### config.mk
export PLATFORM = sky130hd
export DESIGN_NAME = prom_arbiter
export DESIGN_NICKNAME = d
export VERILOG_FILES = /design/src/rtl/prom_arbiter_pkg.sv /design/src/rtl/prom_arbiter.sv
export SDC_FILE = /design/constraint.sdc
export NUM_CORES = 1
export LEC_CHECK = 0
export ABC_AREA = 1
export CAP_MARGIN = 20
export CORE_UTILIZATION = 18
export CTS_CLUSTER_DIAMETER = 100
export DETAILED_ROUTE_END_ITERATION = 8
export PLACE_DENSITY = 0.79
export SLEW_MARGIN = 5
export SYNTH_ARGS = -nofsm -noshare
export SYNTH_HDL_FRONTEND = slang
export SYNTH_SLANG_ARGS = --single-unit
### constraint.sdc
create_clock -name clk -period 0.82 [get_ports clk]
set_clock_uncertainty 0.1 [all_clocks]
set_input_delay 0.123 -clock clk [delete_from_list [all_inputs] [get_ports clk]]
set_output_delay 0.123 -clock clk [all_outputs]
set_load 0.01 [all_outputs]
### src/rtl/prom_arbiter_pkg.sv
// Shared definitions for the two-requester PROM read arbiter: width defaults,
// requester indices and the contention winner helper.
package prom_arbiter_pkg;

  localparam int ADR_W_DEF  = 9;
  localparam int DATA_W_DEF = 32;

  localparam logic REQ_CPU = 1'b0;
  localparam logic REQ_LDR = 1'b1;

  // Winner when both requesters are valid: round-robin favours the requester
  // that did not win last time, fixed priority always picks the CPU.
  function automatic logic contention_winner(input logic rr_en, input logic last_grant);
    return rr_en ? ~last_grant : REQ_CPU;
  endfunction

endpackage

### src/rtl/prom_arbiter.sv
// Two-requester PROM read arbiter with a fixed 1-cycle response.
// Define PROM_ARB_RR_EN for round-robin on contention; default is fixed CPU priority.
module prom_arbiter
  import prom_arbiter_pkg::*;
#(
  parameter int ADR_W  = ADR_W_DEF,
  parameter int DATA_W = DATA_W_DEF
) (
  input  logic              clk,
  input  logic              rst,
  input  logic              req0_valid,
  input  logic [ADR_W-1:0]  req0_adr,
  output logic              req0_ready,
  input  logic              req1_valid,
  input  logic [ADR_W-1:0]  req1_adr,
  output logic              req1_ready,
  output logic              rsp0_valid,
  output logic              rsp1_valid,
  output logic [DATA_W-1:0] rsp_data,
  output logic              prom_ce,
  output logic [ADR_W-1:0]  prom_adr,
  input  logic [DATA_W-1:0] prom_data
);

  // Handshake: a request is accepted when reqN_valid && reqN_ready; the
  // requester holds valid/adr until then. Responses carry no ready and
  // appear exactly one cycle after acceptance.

`ifdef PROM_ARB_RR_EN
  localparam logic RR_EN = 1'b1;
`else
  localparam logic RR_EN = 1'b0;
`endif

  logic last_grant;
  logic gnt0;
  logic gnt1;
  logic rsp0_q;
  logic rsp1_q;

  always_comb begin
    gnt0 = 1'b0;
    gnt1 = 1'b0;
    if (!rst) begin
      if (req0_valid && req1_valid) begin
        if (contention_winner(RR_EN, last_grant) == REQ_LDR) gnt1 = 1'b1;
        else                                                  gnt0 = 1'b1;
      end else begin
        gnt0 = req0_valid;
        gnt1 = req1_valid;
      end
    end
  end

  assign req0_ready = gnt0;
  assign req1_ready = gnt1;
  assign prom_ce    = gnt0 | gnt1;

  always_comb begin
    prom_adr = '0;
    if (gnt0)      prom_adr = req0_adr;
    else if (gnt1) prom_adr = req1_adr;
  end

  always_ff @(posedge clk) begin
    if (rst) begin
      last_grant <= REQ_LDR;
      rsp0_q     <= 1'b0;
      rsp1_q     <= 1'b0;
    end else begin
      rsp0_q <= gnt0;
      rsp1_q <= gnt1;
      if (gnt0 || gnt1) last_grant <= gnt1;
    end
  end

  // Reset also kills a response still in flight from the cycle before it.
  assign rsp0_valid = rsp0_q & ~rst;
  assign rsp1_valid = rsp1_q & ~rst;
  assign rsp_data   = prom_data;

endmodule
* Yosys cells after proc, flatten, opt, wreduce, memory -nomap -nowiden
Index checks and enable logic that the tools add are counted.
** Word-level totals
- Word-level logic and storage cells :: 13
- Input bits :: 54
- Output and inout bits :: 46
- Bits in registers :: 2
** Operators by class
- Reductions and logical operators :: 1
- Bitwise logic cells :: 4
- Mux-type cells :: 6
** Operator list (count)
- $mux 9 :: 2
- $mux 1 :: 4
- $and 1x1->1 :: 2
- $logic_and 1x1->1 :: 1
- $not 1->1 :: 1
- $or 1x1->1 :: 1

* Longest topological paths before layout
- Word-level depth :: 5
- Depth in mapped cells :: 4
- Gate-level depth less buffers :: 4

* Worst setup path before layout
Ideal clock, no wire load.
- Kind :: in2out
- From :: in rst
- To :: out prom_adr[0]
- Path buffers :: 1
- Stages on the path :: 4
- Setup slack :: -0.003 ns
- Data arrival time :: 0.600 ns
- Cell sequence :: buf_6 > nor2_4 > nand3_1 > nand2_1
** On the way
- Word-level cells in the longest chain between the ends :: 3
- Elaborated cells on any way between the ends :: 4
- Classes of those cells :: mux (4)
** RTL lines
- start: declaration :: RTL line prom_arbiter.sv:10 : input logic rst,
- $mux 1 :: RTL line prom_arbiter.sv:44 : if (!rst) begin
- $mux 9 :: RTL line prom_arbiter.sv:62 : else if (gnt1) prom_adr = req1_adr;
- $mux 9 * :: RTL line prom_arbiter.sv:61 : if (gnt0) prom_adr = req0_adr;
- end: declaration :: RTL line prom_arbiter.sv:21 : output logic [ADR_W-1:0] prom_adr,
Mark *: on every way between the ends. The rest lies on a longest branch, timed or not.

* Final worst setup path
- From :: in rst
- To :: out prom_adr[3]
The elaborated chain is that of the path after synthesis.

==> impl_results.md <==
- Status: finished with violations
- Failing checks: setup timing
- Layout Cells excl Fill: 127
- CP max FO: 5
- First-pass GRT wire length: 2097 um
- Vias: 514
- Die X: 53.60 um
- Die ar.: 0.002872 mm2
- Total power: approximately 0.68 mW
- Synth top area share: 50.13%
- Layout net count: 153
- Area growth syn-to-layout: 77.28%
- Ports: 100
- Root Buffer: clkbuf_4
- #FFs+latches synth: 2
- DP Area: 653.1 um2
- Crit. End Element: output pin
- Routed len/inst: 11.40 um
- Worst path arrival time: 0.82 ns
- Seq/Total Area, Yosys: 8.355%
- Commonest cells in the netlist: buf_4 (32), nand2_1 (19), nand3_1 (9)
- Fraction of layout cells with a size suffix above 1: 54.64%
- Net count after synthesis: 129
- Peak supply drop: 0.3389 mV
- Final Hold Fails: 0
- Drt via density: 4.047
- Syn. warnings: 0
- CTS Buf Count: 3
- Hold Crit Class: input port to flip-flop
- Cell Area, Synth: 479.2 um2
- Dpl cells: 110
- Worst slew pin tran: 0.1868 ns
- CTS tree: done
- Max-cap violations: 0
- Routability Congestion: 0.6731
- Setup ws final: -0.2280 ns
- Min Tclk post-route: between 1 and 1.5 ns
- Port bufs: 35
- PwrDens: 800.4 mW/mm2
- WL final: 1448 um
- Number of global-route vias before repair: roughly 480
- Core Region: between 0.002 and 0.0025 mm2
- 1st-iter DRT viols: 3
- ANT nets after route: 0
- Final clock period utilization by the worst path: 127.8%
- Gr usage total: 10.84%
- Ys flop type: dfxtp_1
- Largest net degree at the start of global routing: 10
- Starting Density: 19.17%
- Required time worst endpoint: roughly 0.6 ns
- Max Buffers Root-to-Sink: 2
- Most frequent cell after synthesis: buf_4
- Initial antenna violation count: 0
- Clock sinks: 2
- Post-route cell area: between 800 and 900 um2
- WS Path Type: input port to output pin
- H-tree depth: 1
- # rows: 18
- Hold_ws: between 0.1 and 0.15 ns
- Largest area contributor in the netlist: buf_4
- Clock Pin Slew Worst Setup and Hold Paths: 0.03 ns
- Synth cell types: 12
- ANT cells: 0
- Final-report setup violation count: 14
- Mapped Avg Cell Area: 6.389 um2
- Final core utilization: ~34%
- Gate Count Post-Synth: 75
- Async SR Flop Fraction: 0%
- EDFF count, synth: 0
- Die height: 53.60 um
- Max_slew headroom: 87.52%
- Peak Freq: roughly 950 MHz
- Pre-antenna DRT Iters: 4
- DRC: 0
- Post-DP HPWL: 884.1 um
- Remaining Overflow, GRT: 0
- Slew Viols, Final: 0
- Ranking of synthesized cells by area: buf_4 (50%), nand2_1 (15%), nand3_1 (9.4%), dfxtp_1 (8.4%), nor2_8 (4.2%)
- RSZ-0062 raised after global routing: yes
- Pleak: 0.5145 nW
- Startpoint class of the critical path: input port
-- routing by layer --
layer,global-route usage [%],vias up,wire [um]
met4,10.53,0,17
li1,-,245,-
met3,3.107,4,136
met1,9.883,230,492
met5,0,-,0
met2,18.96,35,801
-- flip-flops by register name, indices dropped and copies added (netlist names) --
signal,flops
rsp0_q,1
rsp1_q,1
-- cells in the final DEF (no fill, tap or decap), drive strengths merged --
master         instances
dlygate4sd2            2
buf                   34
a21oi                  1
nand2                 19
clkdlybuf4s50          5
inv                    3
dlymetal6s2s          11
nand3                  9
dfxtp                  2
clkbuf                 3
nor2                   8
-- repair_timing --
item                                    CTS  global route
cloned                                    1             0
endpoints found under the setup margin   16            14
setup buffers                            12             2
hold endpoints to repair                  0             0
pin swaps                                 9            10
resized for setup                        91            25
hold buffers                              0             0
-- final timing paths --
check	from	slack, ns	end	cells past startpoint
max	rst	-0.23	prom_adr[3]	6
min	rst	0.13	rsp0_q	3
-- per-stage QoR --
stage	TNS [ns]	setup slack, ns
CTS	-3.237	-0.3334
finish	-2.337	-0.2280
detailed placement	-14.44	-1.050
global placement	-14.09	-1.026
floorplan	0	0.004292
global route	-3.064	-0.2784
-- cells by family after synthesis --
group	Yosys count	share of synthesized area, %
flops	2	8.355
simple gates	35	34.73
compound gates	1	1.043
buf+inv	37	55.87
-- report_power, final --
| part | switching [mW] | leakage (nW) | internal, mW | total, mW |
|---|---|---|---|---|
| clock | 0.0562 | 0.0138 | 0.162 | 0.218 |
| combinational | 0.145 | 0.484 | 0.214 | 0.359 |
| sequential | 0.000969 | 0.0166 | 0.103 | 0.104 |
-- worst max-delay path: stages --
cell     delay, ns
buf_12        0.12
buf_6         0.11
nor2_4        0.18
nand3_2       0.10
nand2_1       0.07
buf_2         0.12
-- area by class of cell --
type	instances	area, um2
repair buffers	52	504.2
flip-flops and latches	2	40.04
inverters	3	16.27
fillers	258	1650
well taps	30	37.54
multi-input cells	37	229.0
clock buffers	3	22.52
No activity file was read; power rests on OpenSTA's default activity.
